--- config.mk ---
export PLATFORM = sky130hd
export DESIGN_NAME = soda_vend_multi
export DESIGN_NICKNAME = d
export VERILOG_FILES = /design/src/rtl/vend_pkg.sv /design/src/rtl/vend_edge_sync.sv /design/src/rtl/soda_vend_multi.sv
export SDC_FILE = /design/constraint.sdc
export NUM_CORES = 1
export LEC_CHECK = 0
export CAP_MARGIN = 20
export CORE_UTILIZATION = 56
export DETAILED_ROUTE_END_ITERATION = 8
export GPL_ROUTABILITY_DRIVEN = 0
export GPL_TIMING_DRIVEN = 1
export PLACE_DENSITY = 0.81
export SETUP_SLACK_MARGIN = 0.5
export SLEW_MARGIN = 10
export SYNTH_ARGS = -nofsm -noshare
export SYNTH_HDL_FRONTEND = slang
export SYNTH_HIERARCHICAL = 1
export SYNTH_SLANG_ARGS = --single-unit
--- constraint.sdc ---
create_clock -name clk -period 3.12 [get_ports clk]
set_clock_uncertainty 0.15 [all_clocks]
set_input_delay 0.624 -clock clk [delete_from_list [all_inputs] [get_ports clk]]
set_output_delay 0.624 -clock clk [all_outputs]
set_load 0.05 [all_outputs]
--- src/rtl/vend_pkg.sv ---
// Shared definitions for the multi-product vending controller: coin codes, coin values,
// state encodings and the default price table.
package vend_pkg;

  localparam logic [1:0] COIN_NONE = 2'b00;
  localparam logic [1:0] COIN_ONE  = 2'b01;
  localparam logic [1:0] COIN_TWO  = 2'b10;
  localparam logic [1:0] COIN_FIVE = 2'b11;

  localparam logic [31:0] DEFAULT_PRICES = {8'd5, 8'd4, 8'd3, 8'd2};

  typedef enum logic [2:0] {
    S_IDLE   = 3'd0,
    S_CREDIT = 3'd1,
    S_VEND   = 3'd2,
    S_CHANGE = 3'd3,
    S_REJECT = 3'd4
  } state_e;

  function automatic logic [7:0] coin_value(input logic [1:0] code);
    logic [7:0] v;
    case (code)
      COIN_ONE:  v = 8'd1;
      COIN_TWO:  v = 8'd2;
      COIN_FIVE: v = 8'd5;
      default:   v = 8'd0;
    endcase
    return v;
  endfunction

  // Largest coin not exceeding the amount still owed.
  function automatic logic [1:0] change_coin(input logic [31:0] amount);
    logic [1:0] c;
    if (amount >= 32'd5) begin
      c = COIN_FIVE;
    end else if (amount >= 32'd2) begin
      c = COIN_TWO;
    end else if (amount >= 32'd1) begin
      c = COIN_ONE;
    end else begin
      c = COIN_NONE;
    end
    return c;
  endfunction

endpackage

--- src/rtl/vend_edge_sync.sv ---
// Two-flop synchroniser for an asynchronous button followed by a registered
// rising-edge detector; a held button yields exactly one single-cycle pulse.
module vend_edge_sync
  import vend_pkg::*;
(
  input  logic clk,
  input  logic reset,
  input  logic raw_in,
  output logic pulse
);

  logic sync1_q, sync1_d;
  logic sync2_q, sync2_d;
  logic prev_q, prev_d;
  logic pulse_q, pulse_d;

  // Next-state for the synchroniser chain and edge detector.
  always_comb begin
    sync1_d = raw_in;
    sync2_d = sync1_q;
    prev_d  = sync2_q;
    pulse_d = sync2_q & ~prev_q;
  end

  // Synchroniser and pulse registers.
  always_ff @(posedge clk or posedge reset) begin
    if (reset) begin
      sync1_q <= 1'b0;
      sync2_q <= 1'b0;
      prev_q  <= 1'b0;
      pulse_q <= 1'b0;
    end else begin
      sync1_q <= sync1_d;
      sync2_q <= sync2_d;
      prev_q  <= prev_d;
      pulse_q <= pulse_d;
    end
  end

  assign pulse = pulse_q;

endmodule

--- src/rtl/soda_vend_multi.sv ---
// Multi-product vending controller: accumulates coin credit, vends one product at its
// own price and pays change back greedily, one coin per acknowledge.
module soda_vend_multi
  import vend_pkg::*;
#(
  parameter int N_PRODUCTS = 4,
  parameter logic [8*N_PRODUCTS-1:0] PRICES = DEFAULT_PRICES,
  parameter int CREDIT_W = 8,
  parameter int MAX_CREDIT = 20,
  localparam int SEL_W = $clog2(N_PRODUCTS)
) (
  input  logic                  clk,
  input  logic                  reset,
  input  logic                  next,
  input  logic [1:0]            coin_in,
  input  logic                  buy,
  input  logic [SEL_W-1:0]      sel,
  input  logic                  cancel,
  output logic [N_PRODUCTS-1:0] dispense,
  input  logic                  dispense_ack,
  output logic [1:0]            coin_out,
  input  logic                  coin_ack,
  output logic [CREDIT_W-1:0]   credit,
  output logic [2:0]            state_display,
  output logic                  check_coin_in
);

  localparam logic [CREDIT_W:0] MAX_SUM = (CREDIT_W+1)'(MAX_CREDIT);

  logic next_p, buy_p, cancel_p;

  state_e                state_q, state_d;
  logic [CREDIT_W-1:0]   credit_q, credit_d;
  logic [N_PRODUCTS-1:0] dispense_q, dispense_d;
  logic [1:0]            coin_out_q, coin_out_d;

  logic [CREDIT_W:0]     sum_s;
  logic [CREDIT_W-1:0]   price_s;
  logic [CREDIT_W-1:0]   rem_s;
  logic                  sel_ok_s;
  int                    sel_idx_s;

  vend_edge_sync u_sync_next (
    .clk    (clk),
    .reset  (reset),
    .raw_in (next),
    .pulse  (next_p)
  );

  vend_edge_sync u_sync_buy (
    .clk    (clk),
    .reset  (reset),
    .raw_in (buy),
    .pulse  (buy_p)
  );

  vend_edge_sync u_sync_cancel (
    .clk    (clk),
    .reset  (reset),
    .raw_in (cancel),
    .pulse  (cancel_p)
  );

  // Transaction FSM: credit, vend request and payout coin next-state.
  always_comb begin
    state_d    = state_q;
    credit_d   = credit_q;
    dispense_d = dispense_q;
    coin_out_d = coin_out_q;
    sel_idx_s  = int'(sel);
    sel_ok_s   = (sel_idx_s < N_PRODUCTS);
    sum_s      = {1'b0, credit_q} + (CREDIT_W+1)'(coin_value(coin_in));
    rem_s      = credit_q - CREDIT_W'(coin_value(coin_out_q));
    if (sel_ok_s) begin
      price_s = CREDIT_W'(PRICES[8*sel_idx_s +: 8]);
    end else begin
      price_s = {CREDIT_W{1'b1}};
    end

    case (state_q)
      S_IDLE, S_CREDIT: begin
        // Only one button acts per cycle: cancel beats buy beats next.
        if (cancel_p) begin
          if (state_q == S_CREDIT) begin
            state_d    = S_CHANGE;
            coin_out_d = change_coin(32'(credit_q));
          end else begin
            state_d = state_q;
          end
        end else if (buy_p) begin
          if (state_q == S_CREDIT && sel_ok_s && credit_q >= price_s) begin
            credit_d   = credit_q - price_s;
            dispense_d = {{(N_PRODUCTS-1){1'b0}}, 1'b1} << sel;
            state_d    = S_VEND;
          end else begin
            state_d = state_q;
          end
        end else if (next_p && coin_in != COIN_NONE) begin
          if (sum_s <= MAX_SUM) begin
            credit_d = sum_s[CREDIT_W-1:0];
            state_d  = S_CREDIT;
          end else begin
            coin_out_d = coin_in;
            state_d    = S_REJECT;
          end
        end else begin
          state_d = state_q;
        end
      end
      S_VEND: begin
        if (dispense_ack) begin
          dispense_d = '0;
          if (credit_q != '0) begin
            state_d    = S_CHANGE;
            coin_out_d = change_coin(32'(credit_q));
          end else begin
            state_d = S_IDLE;
          end
        end else begin
          state_d = S_VEND;
        end
      end
      S_CHANGE: begin
        if (credit_q == '0) begin
          coin_out_d = COIN_NONE;
          state_d    = S_IDLE;
        end else if (coin_ack) begin
          credit_d = rem_s;
          if (rem_s == '0) begin
            coin_out_d = COIN_NONE;
            state_d    = S_IDLE;
          end else begin
            coin_out_d = change_coin(32'(rem_s));
            state_d    = S_CHANGE;
          end
        end else begin
          state_d = S_CHANGE;
        end
      end
      S_REJECT: begin
        if (coin_ack) begin
          coin_out_d = COIN_NONE;
          if (credit_q != '0) begin
            state_d = S_CREDIT;
          end else begin
            state_d = S_IDLE;
          end
        end else begin
          state_d = S_REJECT;
        end
      end
      default: begin
        state_d    = S_IDLE;
        dispense_d = '0;
        coin_out_d = COIN_NONE;
      end
    endcase
  end

  // State, credit and actuator output registers.
  always_ff @(posedge clk or posedge reset) begin
    if (reset) begin
      state_q    <= S_IDLE;
      credit_q   <= '0;
      dispense_q <= '0;
      coin_out_q <= COIN_NONE;
    end else begin
      state_q    <= state_d;
      credit_q   <= credit_d;
      dispense_q <= dispense_d;
      coin_out_q <= coin_out_d;
    end
  end

  assign dispense      = dispense_q;
  assign coin_out      = coin_out_q;
  assign credit        = credit_q;
  assign state_display = state_q;
  assign check_coin_in = (state_q == S_IDLE) || (state_q == S_CREDIT);

endmodule
==> results of run 1 <==
## flip-flops by register name, summed over array words and instances, names as in the netlist, 2 cells and up
register       cells
dispense           4
state_display      3
coin_out           2
credit             8
## report_power, final
part           leakage, nW  internal (mW)  switching [mW]
registers            0.350          0.485           0.195
clock network       0.0574          0.259           0.161
logic                0.881           1.10            1.50
## metrics by stage
step	setup TNS (ns)	instance area (sq um)	hold WS [ns]	util, %	std cells
finish	0	3050	0.198	81.0	360
global route	0	3050	0.204	81.0	360
CTS	0	2920	0.205	77.5	354
detailed placement	-1.24	2700	0.189	71.5	339
global placement	-0.645	2700	0.183	71.5	339
floorplan	0	2270	0.181	-	257
## worst max-delay path: stages
cell	delay [ns]
buf_2	0.15
nor2b_4	0.17
ha_4	0.22
a21o_1	0.21
or3_1	0.34
a32o_2	0.31
a41o_1	0.23
and2_4	0.15
mux2_4	0.28
## worst paths after layout
kind / start / to / slack [ns] / cells past startpoint
worst max-delay path: coin_in[0] / credit[2] / 0.46 / 9
worst min-delay path: u_sync_buy/sync1_q / u_sync_buy/prev_d / 0.20 / 0
worst max register to register: credit[0] / credit[4] / 0.47 / 9
worst min register to register: u_sync_buy/sync1_q / u_sync_buy/prev_d / 0.20 / 0
max in group asynchronous: reset / credit[1] / 1.66 / 2
min in group asynchronous: reset / u_sync_next/sync1_q / 0.43 / 2
## final cells by class
| class | count | area (sq um) |
|---|---|---|
| Clock buffer | 6 | 82.6 |
| Clock inverter | 2 | 37.5 |
| Fill cell | 210 | 717 |
| Inverter | 15 | 58.8 |
| Multi-Input combinational cell | 199 | 1570 |
| Sequential cell | 29 | 729 |
| Tap cell | 48 | 60.1 |
| Timing Repair Buffer | 61 | 513 |
## layout by cell type, fill, tap and decap left out, types with 4 or more instances in the layout
| master | netlist | routed |
|---|---|---|
| dfrtp_1 | 29 | 26 |
| ha_4 | 0 | 4 |
| nand4_1 | 6 | 6 |
| o21ai_1 | 0 | 4 |
| a21oi_1 | 10 | 8 |
| nor2b_1 | 12 | 9 |
| clkdlybuf4s50_1 | 0 | 22 |
| mux2_4 | 5 | 5 |
| clkbuf_8 | 0 | 6 |
| o211ai_1 | 8 | 8 |
| o21ai_0 | 18 | 13 |
| nand3_1 | 6 | 6 |
| and3_1 | 5 | 4 |
| xnor2_1 | 5 | 5 |
| or3_1 | 7 | 7 |
| inv_1 | 14 | 12 |
| buf_4 | 1 | 33 |
| nor2b_4 | 3 | 4 |
| nor2_1 | 21 | 20 |
| a31oi_1 | 7 | 7 |
| nand2_1 | 13 | 13 |
| nor3_1 | 7 | 7 |
| ha_1 | 9 | 5 |
## repair_timing
item,4_1_cts,5_1_grt
resized for setup,20,27
buffers inserted,7,6
setup endpoints to repair,18,18
cloned,0,0
hold buffers,0,0
pin swaps,9,14
## per-layer routing
metal | wire [um] | up-vias
met5 | 0 | -
met4 | 474 | 0
met3 | 880 | 73
met2 | 3280 | 223
met1 | 2800 | 1141
li1 | - | 1051
## cells by family (layout without fill, tap and decap cells)
logic type | after synthesis | in the layout
xor+xnor | 7 | 7
flops | 29 | 29
buf+inv | 29 | 84
fa+ha+maj | 12 | 12
simple gates | 100 | 100
mux | 8 | 8
compound gates | 72 | 72
==> results.tsv, run 1 <==
metric	value	unit
outcome	complete, no violations	
initial antenna violation count	0	
Layout Area Growth over Synthesis	35.5	%
final setup fails	0	
Max Transition Viols Final	0	
final worst path period need	2.66	ns
GRT Total Usage	35.0	%
kind of critical path	in2reg	
Die Y	65.5	um
Vias	2488	
Worst EP required	3.15	ns
DRT Pass-1 Iters	6	
Die ar.	4280	sq um
I/O Buffers	28	
post-synthesis compound-gate area fraction	21.8	%
Synthesized Nets	280	
Mapped Cells	257	
Worst Setup Slack, final	0.462	ns
RSZ-0062 raised after global routing	yes	
Arr. time, crit path	2.69	ns
Longest Clk Path Bufs	2	
most common cell in the synthesized netlist	dfrtp_1	
CTS HTree Levels	2	
Die Wd	65.5	um
Synth area leader	dfrtp_1	
number of flops mapped to enable cells by yosys	0	
simple-gate share of the synthesized area	25.6	%
Worst Tran Pin Value	0.756	ns
Seq cells post-synth	29	
Final period util	85.2	%
worst-path maximum fanout	4	
ANT nets after route	0	
Rows	22	
largest net degree at the start of global routing	22	
critical path launch point type	input port	
GRT met1 Usage	44.9	%
Synth Area per Inst	8.77	sq um
Async SR Flop Fraction	100	%
maxcap violations	0	
GR Util met2	52.7	%
GR Util met3	11.3	%
synthesis warning total	6	
initial core utilization	59.8	%
CTS sink count	29	
first-iteration detailed-routing DRC count	407	
dominant synthesized flop cell	dfrtp_1	
Clk Latency, worst-skew pair	0.30	ns
root buf cell	clkbuf_8	
CP Capture Type	flop	
share of cells above drive strength 1	28.5	%
vias in the first global route	2196	
post-synth top area share	32.2	%
LEAKAGE	1.29	nW
# IOs	29	
clock transition at the registers of the reported paths	0.07	ns
largest cells by area after synthesis	dfrtp_1 (32%), ha_1 (5.0%), o21ai_0 (4.0%), nor2_1 (3.5%), mux2_4 (3.3%)	
Remaining DRCs	0	
largest family of logic cells by synthesized area	simple AND/OR/NAND/NOR gates	
routed length per instance	20.7	um
ANT cells	0	
Power Density	1210	nW/um^2
Synth Area in Adders	7.66	%
final hold violations	0	
Slew HR	49.6	%
placed wire-length estimate	4420	um
Hold WC Path Type	reg2reg	
CTS Buf Count	5	
post-synthesis cell area	2250	sq um
grt peak-use layer	met2	
GRT overflow	0	
Synth cell types	62	
maximum clock frequency	0.376	GHz
Post-layout nets	334	
final wirelength	7440	um
total power	3.71	mW
multiplexer share of the synthesized area	4.72	%
pre-CTS WS	-0.147	ns
maximum VDD drop	0.885	mV
Post-Synth XOR/XNOR Area	2.72	%
CORE AREA	3770	sq um
drt via density	6.91	
most frequent cells after synthesis	dfrtp_1 (29), nor2_1 (21), o21ai_0 (18), inv_1 (14), nand2_1 (13)	
CTS tree	yes	
Seq/Total Area, Yosys	32.2	%
first-pass GRT wire length	11000	um
No activity file was read; power rests on OpenSTA's default activity.
==> inputs of run 2 (changes only) <==
--- a/config.mk
+++ b/config.mk
@@ -7,9 +7,8 @@
 export LEC_CHECK = 0
 export CAP_MARGIN = 20
-export CORE_UTILIZATION = 56
+export CORE_UTILIZATION = 35
 export DETAILED_ROUTE_END_ITERATION = 8
 export GPL_ROUTABILITY_DRIVEN = 0
 export GPL_TIMING_DRIVEN = 1
-export PLACE_DENSITY = 0.81
 export SETUP_SLACK_MARGIN = 0.5
 export SLEW_MARGIN = 10
@@ -18,2 +17,3 @@
 export SYNTH_HIERARCHICAL = 1
 export SYNTH_SLANG_ARGS = --single-unit
+export TNS_END_PERCENT = 50
--- a/constraint.sdc
+++ b/constraint.sdc
@@ -3,3 +3,3 @@
 set_input_delay 0.624 -clock clk [delete_from_list [all_inputs] [get_ports clk]]
 set_output_delay 0.624 -clock clk [all_outputs]
-set_load 0.05 [all_outputs]
+set_load 0.02 [all_outputs]
==> run 2 against run 1 <==
Net effect: power decreased by 13%; setup slack better by 0.025 ns; die area rose by 58%; maximum frequency up 0.96%; clock power decreased by 27%; non-clock buffer count rose by 1; largest cell class unchanged.
==> results.tsv, run 2 (synthesis gave the netlist of run 1 again) <==
metric	value	unit	change
initial antenna violation count	0		unchanged
Worst EP required	3.14	ns	was 3.15 ns
critical path's top delay family	simple AND/OR/NAND/NOR gates		was compound AO/OA/AOI/OAI gates
Net Switching	1.50	mW	was 1.86 mW
cell area after layout	3030	sq um	was 3050 sq um
CTS HTree Levels	2		unchanged
Clk pwr share	9.5	%	was 11.4%
Cell Int Power	1.73	mW	was 1.85 mW
Slew HR	52.1	%	was 49.6%
first-pass GRT wire length	10000	um	was 11,000 um
most frequent cells in the layout	buf_4 (32), dfrtp_1 (27), clkdlybuf4s50_1 (24)		was buf_4 (33), dfrtp_1 (26), clkdlybuf4s50_1 (22)
routed length per instance	16.5	um	was 20.7 um
Power Density	1070	nW/um^2	was 1210 nW/um^2
critical-path cell list	dlygate4sd2_1 -> ha_2 -> inv_1 -> fa_2 -> a21oi_2 -> nor2b_1 -> or4_4 -> a21oi_2 -> nor2_4 -> mux2_4		was buf_2 -> nor2b_4 -> ha_4 -> a21o_1 -> or3_1 -> a32o_2 -> a41o_1 -> and2_4 -> mux2_4
first-iteration detailed-routing DRC count	251		was 407
Die ar.	6770	sq um	was 4280 sq um
kind of critical path	in2reg		unchanged
Sw Share	46.4	%	was 50.1%
root buf cell	clkbuf_8		unchanged
maxcap violations	0		unchanged
largest net degree at the start of global routing	22		unchanged
CORE AREA	6060	sq um	was 3770 sq um
commonest non-fill, non-tap cell in the layout	buf_4		unchanged
CTS sink count	29		unchanged
CTS Buf Count	5		unchanged
ANT nets after route	0		unchanged
Clk Latency, worst-skew pair	0.29	ns	was 0.30 ns
CTS tree	yes		unchanged
Final Util	50.0	%	was 81.0%
sequential share of power	21.1	%	was 18.3%
most used cell, CP	a21oi_2		
Hold WC Path Type	reg2reg		unchanged
total power	3.23	mW	was 3.71 mW
final worst path period need	2.63	ns	was 2.66 ns
Longest Clk Path Bufs	2		unchanged
vias in the first global route	1995		was 2,196
CP max stage cell	or4_4		was or3_1
hold buffer count at cts	0		unchanged
I/O Buffers	28		unchanged
placed wire-length estimate	4640	um	was 4420 um
maximum VDD drop	0.509	mV	was 0.885 mV
share of cells above drive strength 1	26.8	%	was 28.5%
max FFs per register	8		unchanged
filler cell count	596		was 210
maximum clock frequency	0.380	GHz	was 0.376 GHz
Max Transition Viols Final	0		unchanged
placed instance area	2780	sq um	was 2700 sq um
LEAKAGE	1.27	nW	was 1.29 nW
ANT cells	0		unchanged
Die Y	82.3	um	was 65.5 um
Final period util	84.4	%	was 85.2%
Critical Path Max Stage Delay	0.41	ns	was 0.34 ns
drt via density	5.69		was 6.91
RSZ-0062 raised after global routing	yes		unchanged
final setup fails	0		unchanged
worst-path maximum fanout	4		unchanged
Arr. time, crit path	2.65	ns	was 2.69 ns
Vias	2207		was 2,488
worst path bufs/invs	2		was 1
Die Wd	82.3	um	was 65.5 um
Remaining DRCs	0		unchanged
Layout Area Growth over Synthesis	34.4	%	was 35.5%
outcome	complete, no violations		unchanged
final hold violations	0		unchanged
DRT Pass-1 Iters	5		was 6
Rows	28		was 22
critical path launch point type	input port		unchanged
Logic pwr share	69.4	%	was 70.3%
# IOs	29		unchanged
Post-layout nets	335		was 334
initial core utilization	37.2	%	was 59.8%
GRT overflow	0		unchanged
clock transition at the registers of the reported paths	0.06	ns	was 0.07 ns
GRT Total Usage	19.9	%	was 35.0%
Worst Tran Pin Value	0.718	ns	was 0.756 ns
total negative slack	0	ns	unchanged
final wirelength	6390	um	was 7440 um
CP Capture Type	flop		unchanged
-- run 2: cell count changes in the layout (fill, tap and decap cells not counted), moves of 2 or more --
cell,previous run,this run
a21oi_1,8,6
a21oi_2,1,4
buf_6,0,2
clkdlybuf4s50_1,22,24
clkinv_2,0,2
inv_1,12,14
o21ai_1,4,2
-- run 2: final cells by class --
class                      instances  area [sq um]  area share [%]
clock buffer                       5          68.8            2.27
clock inverter                     3          17.5           0.578
inverter                          15          56.3            1.86
multi-input combinational        199          1540            50.7
sequential                        29           728            24.0
tap                               75          93.8            3.10
timing repair buffer              62           531            17.5
-- run 2: timing repair --
item,4_1_cts,5_1_grt
endpoints found under the setup margin,17,17
buffers inserted,2,4
cloned,0,0
gates resized for setup,24,16
pin swaps,6,9
-- run 2: final timing paths --
check                           cells after the start                start                 end  slack (ns)
worst max-delay path                               10               sel[0]         dispense[2]        0.49
worst min-delay path                                0  u_sync_next/sync1_q  u_sync_next/prev_d        0.20
worst max register to register                      9            credit[0]           credit[2]        0.52
worst min register to register                      0  u_sync_next/sync1_q  u_sync_next/prev_d        0.20
max in group asynchronous                           2                reset           credit[1]        1.64
min in group asynchronous                           2                reset   u_sync_next/pulse        0.45
-- run 2: worst reg2reg max path, delay by kind of cell (launching register included) --
kind	cells	cell delay [ns]
DFF	1	0.39
and+or+nand+nor	1	0.16
xor gates and xnor gates	1	0.21
muxes	1	0.28
buffers and inverters	1	0.14
AOI/OAI and AO/OA	3	0.61
adders and majority gates	2	0.57
-- run 2: power groups by stage --
stage / sequential, mW / combinational [mW] / clock (mW)
2_1_floorplan: 0.723 / 1.17 / 0
3_3_place_gp: 0.679 / 1.96 / 0
3_5_place_dp: 0.678 / 1.96 / 0
4_1_cts: 0.679 / 2.06 / 0.313
5_1_grt: 0.703 / 2.41 / 0.331
6_report: 0.680 / 2.24 / 0.307
-- run 2: layer usage --
metal,wire length (um),track usage (%)
met4,66,4.21
met1,3130,28.5
met2,2760,31.0
met3,437,3.96
met5,0,0
-- run 2: through the flow --
step / setup WS, ns / cells / hold WS, ns
CTS: 0.485 / 384 / 0.202
finish: 0.487 / 388 / 0.199
floorplan: 0.378 / 257 / 0.181
global route: 0.411 / 388 / 0.206
global placement: -0.144 / 374 / 0.182
detailed placement: -0.152 / 374 / 0.187
